File: src/rtl/cpu_defs.sv
// Shared definitions for the boot loader and the CPU/memory top.
// Holds default bus widths, loader FSM states and error codes.
package cpu_defs;

    localparam int DEF_DWIDTH = 16;
    localparam int DEF_AWIDTH = 12;

    typedef enum logic [2:0] {
        S_IDLE    = 3'd0,
        S_LEN_LO  = 3'd1,
        S_DATA_HI = 3'd2,
        S_DATA_LO = 3'd3,
        S_DRAIN   = 3'd4,
        S_START   = 3'd5,
        S_DONE    = 3'd6,
        S_ERR     = 3'd7
    } ld_state_e;

    localparam logic [1:0] ERR_NONE = 2'b00;
    localparam logic [1:0] ERR_LEN  = 2'b01;
    localparam logic [1:0] ERR_OVR  = 2'b10;

endpackage

File: src/rtl/byte_pack.sv
// Big-endian byte pair assembler feeding a one-word write slot.
// A new word may replace the slot only if it is empty or retiring now.
module byte_pack
    import cpu_defs::*;
#(
    parameter int DWIDTH = DEF_DWIDTH
) (
    input  logic              clk,
    input  logic              rst,
    input  logic              clr_i,
    input  logic              hi_ld_i,
    input  logic              push_i,
    input  logic              retire_i,
    input  logic [7:0]        byte_i,
    output logic [DWIDTH-1:0] word_o,
    output logic              slot_full_o,
    output logic              overrun_o
);

    logic [7:0]        hi_q;
    logic [DWIDTH-1:0] word_q;
    logic              full_q;

    assign overrun_o   = push_i && full_q && !retire_i;
    assign word_o      = word_q;
    assign slot_full_o = full_q;

    always_ff @(posedge clk or posedge rst) begin
        if (rst) begin
            hi_q   <= '0;
            word_q <= '0;
            full_q <= 1'b0;
        end else if (clr_i) begin
            hi_q   <= '0;
            full_q <= 1'b0;
        end else begin
            if (hi_ld_i) begin
                hi_q <= byte_i;
            end
            if (push_i && !overrun_o) begin
                word_q <= {hi_q, byte_i};
                full_q <= 1'b1;
            end else if (retire_i) begin
                full_q <= 1'b0;
            end
        end
    end

endmodule

File: src/rtl/prog_loader.sv
// Boot loader: length-prefixed byte stream into memory from address 0,
// then a single CPU start pulse. Owns the memory port while loading.
module prog_loader
    import cpu_defs::*;
#(
    parameter int DWIDTH = DEF_DWIDTH,
    parameter int AWIDTH = DEF_AWIDTH
) (
    input  logic              clk,
    input  logic              rst,
    input  logic [7:0]        rx_data,
    input  logic              rx_valid,
    input  logic              reload,
    output logic [AWIDTH-1:0] mem_addr,
    output logic [DWIDTH-1:0] mem_din,
    output logic              mem_we,
    input  logic              mem_ack,
    output logic              cpu_start,
    output logic              busy,
    output logic              done,
    output logic              err,
    output logic [1:0]        err_code,
    output logic [AWIDTH:0]   words_loaded
);

    localparam logic [16:0]   MAX_N = 17'(1) << AWIDTH;
    localparam logic [AWIDTH:0] W1  = (AWIDTH+1)'(1);

    ld_state_e         state_q, state_d;
    logic [7:0]        len_hi_q, len_hi_d;
    logic [AWIDTH:0]   len_q, len_d;
    logic [AWIDTH:0]   cnt_q, cnt_d;
    logic [AWIDTH:0]   wl_q, wl_d;
    logic [1:0]        ecode_q, ecode_d;

    logic [15:0]       n16;
    logic              too_big, last;
    logic              hi_ld, push, retire, clr;
    logic              slot_full, overrun;
    logic [DWIDTH-1:0] word;

    assign n16     = {len_hi_q, rx_data};
    assign too_big = {1'b0, n16} > MAX_N;
    assign last    = (cnt_q + W1) == len_q;
    assign hi_ld   = (state_q == S_DATA_HI) && rx_valid;
    assign push    = (state_q == S_DATA_LO) && rx_valid;
    assign retire  = mem_we && mem_ack;
    assign clr     = reload && (state_q == S_ERR || state_q == S_DONE);

    byte_pack #(
        .DWIDTH(DWIDTH)
    ) u_pack (
        .clk         (clk),
        .rst         (rst),
        .clr_i       (clr),
        .hi_ld_i     (hi_ld),
        .push_i      (push),
        .retire_i    (retire),
        .byte_i      (rx_data),
        .word_o      (word),
        .slot_full_o (slot_full),
        .overrun_o   (overrun)
    );

    always_ff @(posedge clk or posedge rst) begin
        if (rst) begin
            state_q  <= S_IDLE;
            len_hi_q <= '0;
            len_q    <= '0;
            cnt_q    <= '0;
            wl_q     <= '0;
            ecode_q  <= ERR_NONE;
        end else begin
            state_q  <= state_d;
            len_hi_q <= len_hi_d;
            len_q    <= len_d;
            cnt_q    <= cnt_d;
            wl_q     <= wl_d;
            ecode_q  <= ecode_d;
        end
    end

    always_comb begin
        state_d  = state_q;
        len_hi_d = len_hi_q;
        len_d    = len_q;
        cnt_d    = cnt_q;
        ecode_d  = ecode_q;
        wl_d     = retire ? wl_q + W1 : wl_q;
        unique case (state_q)
            S_IDLE: begin
                cnt_d = '0;
                if (rx_valid) begin
                    len_hi_d = rx_data;
                    state_d  = S_LEN_LO;
                end
            end
            S_LEN_LO: begin
                if (rx_valid) begin
                    if (too_big) begin
                        ecode_d = ERR_LEN;
                        state_d = S_ERR;
                    end else if (n16 == '0) begin
                        state_d = S_START;
                    end else begin
                        len_d   = n16[AWIDTH:0];
                        state_d = S_DATA_HI;
                    end
                end
            end
            S_DATA_HI: begin
                if (rx_valid) begin
                    state_d = S_DATA_LO;
                end
            end
            S_DATA_LO: begin
                if (rx_valid) begin
                    if (overrun) begin
                        ecode_d = ERR_OVR;
                        state_d = S_ERR;
                    end else begin
                        cnt_d   = cnt_q + W1;
                        state_d = last ? S_DRAIN : S_DATA_HI;
                    end
                end
            end
            S_DRAIN: begin
                if (!slot_full) begin
                    state_d = S_START;
                end
            end
            S_START: state_d = S_DONE;
            S_DONE: begin
                if (reload) begin
                    wl_d    = '0;
                    state_d = S_IDLE;
                end
            end
            S_ERR: begin
                if (reload) begin
                    wl_d    = '0;
                    ecode_d = ERR_NONE;
                    state_d = S_IDLE;
                end
            end
            default: state_d = S_IDLE;
        endcase
    end

    // A faulted load must not touch memory again, even with a word pending.
    assign mem_we       = slot_full && (state_q != S_ERR);
    assign mem_addr     = wl_q[AWIDTH-1:0];
    assign mem_din      = word;
    assign cpu_start    = (state_q == S_START);
    assign done         = (state_q == S_DONE);
    assign err          = (state_q == S_ERR);
    assign busy         = (state_q == S_LEN_LO) || (state_q == S_DATA_HI)
                       || (state_q == S_DATA_LO) || (state_q == S_DRAIN)
                       || (state_q == S_START);
    assign err_code     = ecode_q;
    assign words_loaded = wl_q;

endmodule
File: config.mk
export PLATFORM = sky130hd
export DESIGN_NAME = prog_loader
export DESIGN_NICKNAME = d
export VERILOG_FILES = /design/src/rtl/cpu_defs.sv /design/src/rtl/byte_pack.sv /design/src/rtl/prog_loader.sv
export SDC_FILE = /design/constraint.sdc
export NUM_CORES = 1
export LEC_CHECK = 0
export ABC_AREA = 1
export BUFFER_PORTS_ARGS = -buffer_cell sky130_fd_sc_hd__buf_2
export CORE_MARGIN = 3
export CORE_UTILIZATION = 41
export DETAILED_ROUTE_END_ITERATION = 8
export GPL_TIMING_DRIVEN = 0
export PLACE_DENSITY = 0.7
export SLEW_MARGIN = 20
export SYNTH_ARGS = -nofsm -noshare
export SYNTH_HDL_FRONTEND = slang
export SYNTH_SLANG_ARGS = --single-unit
File: constraint.sdc
create_clock -name clk -period 3.1 [get_ports clk]
set_input_delay 0.31 -clock clk [delete_from_list [all_inputs] [get_ports clk]]
set_output_delay 0.31 -clock clk [all_outputs]
set_load 0.03 [all_outputs]
Word level (Yosys, flattened, before mapping)
Cells that the tools add are included.

Input port bits: 13. Output and inout bits: 48. Logic and storage cells: 90. Bits in registers: 77.

$add $sub $neg: 2. Muxes and demuxes: 28. Equality and inequality tests: 19. Bitwise operators: 3. Reduce and logical (&&, ||, !) cells: 28. Order comparisons: 1.

Operator list (number): $mux 13 (5); $mux 3 (10); $add 13x1->13 const B (2); $pmux 13 s2 (1); $pmux 3 s7 (1); $gt 16x13->1 const B (1); $logic_not 16->1 (1); $mux 8 (2); $ne 2x2->1 const B (8); $eq 13x13->1 (1); $eq 3x3->1 const B (4); $reduce_and 6->1 (2); $mux 2 (5); $logic_and 1x1->1 (8); $eq 3x2->1 const B (2); $pmux 2 s3 (1); $reduce_bool 3->1 (2); $logic_or 1x1->1 (5); $ne 2x1->1 const B (2); $reduce_and 2->1 (2); $reduce_and 4->1 (1); $reduce_bool 2->1 (2); $eq 3x1->1 const B (1); $logic_not 3->1 (1); 6 further kinds (11).

Longest topological paths before layout
Depth after elaboration: 9. Depth in mapped cells: 16. Depth with buffers taken out: 16.

By module
From an unflattened synthesis, not the netlist that was laid out.

Cell total of the unflattened synthesis: 548. Area, all modules: 4227.8 um2.

By module, submodules not included: prog_loader (instances 1, cells each 437, area an instance 3210.6 um2, sequential area each 1301.2 um2); byte_pack (instances 1, cells each 111, area an instance 1017.2 um2, sequential area each 625.6 um2).

Worst setup path after synthesis
Ideal clock, no wire load.

Path type: flip-flop to flip-flop. From: reg cnt_q[0]. To: reg state_q[1]. Slack: 1352 ps. Required time: 2984 ps. Stages on the path, launching flop included: 15. Library setup time: 116 ps. Path buffers: 0. Clock period less this slack: 1748 ps. Arrival: 1631 ps. Cell sequence: dfrtp_1 ha_1 nand2_1 nor2_2 nand2_1 nand2_1 nand2_1 nand2_1 nand2_1 nor2_1 nand3_1 o21bai_1 nand2_1 nand2_1 nand2_1.

Word-level cells in the longest chain between the ends: 6.

Ends and longest elaborated chain: start, declared (line prog_loader.sv:32) `logic [AWIDTH:0] cnt_q, cnt_d;`; start signal, assigned (line prog_loader.sv:77) `cnt_q <= cnt_d;`; $add 13x1->13 (line prog_loader.sv:44) `assign last = (cnt_q + W1) == len_q;`; $eq 13x13->1 (line prog_loader.sv:44); $mux 3 (line prog_loader.sv:123) `state_d = last ? S_DRAIN : S_DATA_HI;`; $mux 3 (line prog_loader.sv:118) `if (overrun) begin`; $mux 3 (line prog_loader.sv:117) `if (rx_valid) begin`; $pmux 3 s7 (line prog_loader.sv:90) `unique case (state_q)`; end signal, assigned (line prog_loader.sv:74) `state_q <= state_d;`; end, declared (line prog_loader.sv:29) `ld_state_e state_q, state_d;`.

No other way between the ends. The select of a mux whose other input is x is not followed. A chain may end at the register's enable or synchronous reset.

Worst setup path in the final report
Same ends and word-level chain as after synthesis.

==> metrics.md <==
| Metric | Value |
|---|---|
| Status | complete, no violations |
| Pre-antenna DRT Iters | 4 |
| Vias in the first global route | ~3.4k |
| Synthesized area | ~4000 sq um |
| Top cells by count, synth | 121 x nand2_1, 77 x dfrtp_1, 62 x inv_1 |
| Top FF cell, synth | dfrtp_1 |
| IO Port Bufs | 60 |
| Startpoint Class | register |
| Clock Power Share | 19.4% |
| Fin. max-slew vios | 0 |
| FILL cells | just under 900 |
| # IOs | slightly above 60 |
| Post-Synthesis Cells | 490 |
| Critical Path Most Common Cell | nand2_1 |
| Pin count of the biggest net entering global routing | 61 |
| Yosys top cell by area | dfrtp_1 |
| Final net count | 578 |
| Clk root buf | clkbuf_8 |
| Fin. Hold Viols | 0 |
| Remaining Overflow, GRT | 0 |
| Die ar. | around 11,000 sq um |
| Tmin final | 2.077 ns |
| Post-route clock period utilization | about two thirds |
| First-pass GRT wire length | ~16,000 um |
| EDFF count, synth | 0 |
| Slowest cell on crit path | dfrtp_1 |
| Row cnt | 35 |
| Internal | 0.002291 W |
| Clk sinks | 77 |
| Power per cell area | between 800 and 900 nW/um^2 |
| Syn avg cell area | 8.125 sq um |
| Worst reg2reg startpoint | cnt_q[0]$_DFFE_PP0P_ |
| CTS clk-pin slew, worst paths | around 0.090 ns |
| Gpl congestion | between 0.8 and 0.9 |
| Vias | 3,486 |
| Post-synthesis sequential area ratio | between 40 and 50% |
| Initial antenna violation count | 0 |
| Critical Path AT | 2.32 ns |
| Setup TNS Final | 0 ns |
| Layout Cells excl Fill | between 600 and 700 |
| Hold path endpoint | len_hi_q[2]$_DFFE_PP0P_ |
| CTS Buffer Depth | 2 |
| H-tree Lvls | 3 |
| Antenna diodes | 0 |
| Average wire per standard cell | ~13 um |
| CTS Buf Count | 9 |
| Gate power share | a little over two fifths |
| FF+latch count, synth | between 70 and 80 |
| Layout cell share with drive strength beyond 1 | a little under a quarter |
| Static leakage | 2.374 nW |
| Die W | 104.5 um |
| Critical Path RT | ~3.3 ns |
| Relative slew slack | just over 60% |
| NetSw | 0.001811 W |
| Yosys cell types | 43 |
| Multi-input gate area | ~1600 sq um |
| Crit Reg-Reg Endpoint | state_q[1]$_DFFE_PP0P_ |
| Drt total wl | 9161 um |
| Clk_lat worst skew | 0.34 ns |
| Placed Cells | around 700 |
| Seq pwr share | 38.0% |
| Synthesized Nets | between 500 and 600 |
| GRT Total Usage | 17.47% |
| Vias per cell | 5.001 |
| Synth top area cells | dfrtp_1 48%, nand2_1 11%, inv_1 5.8% |
| Core area | slightly above 9000 sq um |
| Top-area cell type share of the netlist area | between 40% and 50% |
| Switching share of power | ~44% |
| Final ANT Viol Nets | 0 |
| Critical path cell sequence | ha_1 > nand2_1 > nor2_2 > nand2_1 > nand2_1 > nand2_1 > nand2_1 > nand2_1 > nor2_1 > nand3_1 > o21bai_1 > nand2_1 > nand2_1 > nand2_1 |
| Initial Util | a little over two fifths |
| CP max stage delay | between 0.4 and 0.5 ns |
| Clk_skew | approximately 0.009 ns |
| Resize count post-CTS | 0 |
| FF-to-FF setup slack | around 1.0 ns |
| CP endpoint kind | register |
| Tot Pwr | about 0.004 W |
| Ys async rst share | 100.0% |
| Crit path buffers/inverters | 0 |
| VDD IR max | around 0.53 mV |
| Overall die height | roughly 100 um |
| Reg2Reg Depth | 14 |
| Max-cap violations | 0 |
| Top-count cell post-synth | nand2_1 |
| Post-DP HPWL | about 7000 um |
| Min-Delay Startpoint | rx_data[2] |
| Slew @ Worst Pin | between 0.5 and 0.6 ns |
| Crit path max-delay family | simple AND/OR/NAND/NOR gates |
| Reg area | 1927 sq um |
| CP Max Fanout | 6 |
| Final-report setup violation count | 0 |
| CTS tree | built |
| DRT iter0 DRCs | around 160 |
| Kind of critical path | register to register |
| Yosys warns | 0 |
| Hold path cells | 3 |
| Area Overhead vs Synth | 17.72% |
| Worst Hold Class | primary input to register |
| Residual DRC count | 0 |
| FMAX | just under 500 MHz |
| RSZ-0062 raised after global routing | false |
layer usage:
metal	wire [um]	global-route usage (%)
met2	4419	29.06
met1	4239	23.32
met5	0	0
met3	378	2.594
met4	123	5.983
logic make-up after synthesis:
group	count (synthesis)	share of synthesized area (%)
buf+inv	91	10.78
xor+xnor	3	0.6601
flops	77	48.40
fa+ha+maj	2	0.6284
simple gates	232	26.46
compound gates	85	13.07
how the worst max path moves through the flow:
stage | start | to | slack (ns) | depth (start not counted)
5_1_grt | cnt_q[0]$_DFFE_PP0P_ | state_q[1]$_DFFE_PP0P_ | 0.74 | 14
3_5_place_dp | cnt_q[0]$_DFFE_PP0P_ | state_q[1]$_DFFE_PP0P_ | 1.05 | 14
2_1_floorplan | rst | cnt_q[0]$_DFFE_PP0P_ | 0.82 | 1
4_1_cts | cnt_q[0]$_DFFE_PP0P_ | state_q[1]$_DFFE_PP0P_ | 1.01 | 14
6_report | cnt_q[0]$_DFFE_PP0P_ | state_q[1]$_DFFE_PP0P_ | 1.02 | 14
3_3_place_gp | rst | u_pack.hi_q[1]$_DFFE_PP0P_ | -0.13 | 2
placed cells by master, fill, tap and decap left out, types with 4 or more instances in the layout:
master / Yosys / final
o22ai_2: 6 / 6
o22ai_1: 8 / 8
nand4_1: 8 / 8
o21ai_1: 11 / 11
nor2_2: 5 / 5
dfrtp_1: 77 / 77
buf_2: 2 / 62
a21oi_1: 13 / 13
nand2_2: 5 / 5
nand3_1: 35 / 35
nand3b_1: 4 / 4
inv_2: 6 / 6
nand2_1: 121 / 121
nor3_1: 9 / 9
inv_1: 62 / 61
clkbuf_8: 0 / 9
buf_4: 13 / 13
o21ai_0: 34 / 34
nor2_1: 33 / 33
worst min-delay path, cell delays in order:
cell,delay (ns)
buf_2,0.09
nand2_1,0.05
o21ai_0,0.06
state kept, by name, summed over array words and instances (netlist names):
signal / count
words_loaded: 13
len_hi_q: 8
u_pack.hi_q: 8
err_code: 2
cnt_q: 13
u_pack.slot_full_o: 1
state_q: 3
u_pack.word_o: 16
len_q: 13
power by group through the flow:
stage / clock network, W / logic [W] / registers (W)
finish: 0.000795 / 0.00175 / 0.00156
global placement: 0 / 0.00172 / 0.00156
floorplan: 0 / 0.00105 / 0.00180
global route: 0.000856 / 0.00193 / 0.00161
detailed placement: 0 / 0.00175 / 0.00157
CTS: 0.000807 / 0.00176 / 0.00156
layout make-up:
cell class / instances / share of cell area (%)
flip-flops and latches: 77 / 41.11
plain buffers: 22 / 3.577
clock inverters: 7 / 1.708
multi-input cells: 322 / 34.68
well taps: 129 / 3.444
repair buffers: 62 / 7.208
inverters: 69 / 5.633
clock buffers: 9 / 2.643
metrics by stage:
step	utilization [%]	area (sq um)	setup WS, ns	hold WS [ns]
3_5_place_dp	47.95	4473	1.046	0.2780
2_1_floorplan	-	3981	0.8233	0.4310
5_1_grt	50.25	4687	0.7396	0.2154
6_report	50.25	4687	1.023	0.2012
3_3_place_gp	47.63	4443	-0.1277	0.4543
4_1_cts	50.25	4687	1.010	0.1900
timing repair:
item / in CTS / in global routing
hold buffers: 1 / 0
buffers inserted: 0 / 0
setup endpoints to repair: 0 / 0
hold endpoints to repair: 17 / 0
No activity file was read; power rests on OpenSTA's default activity.
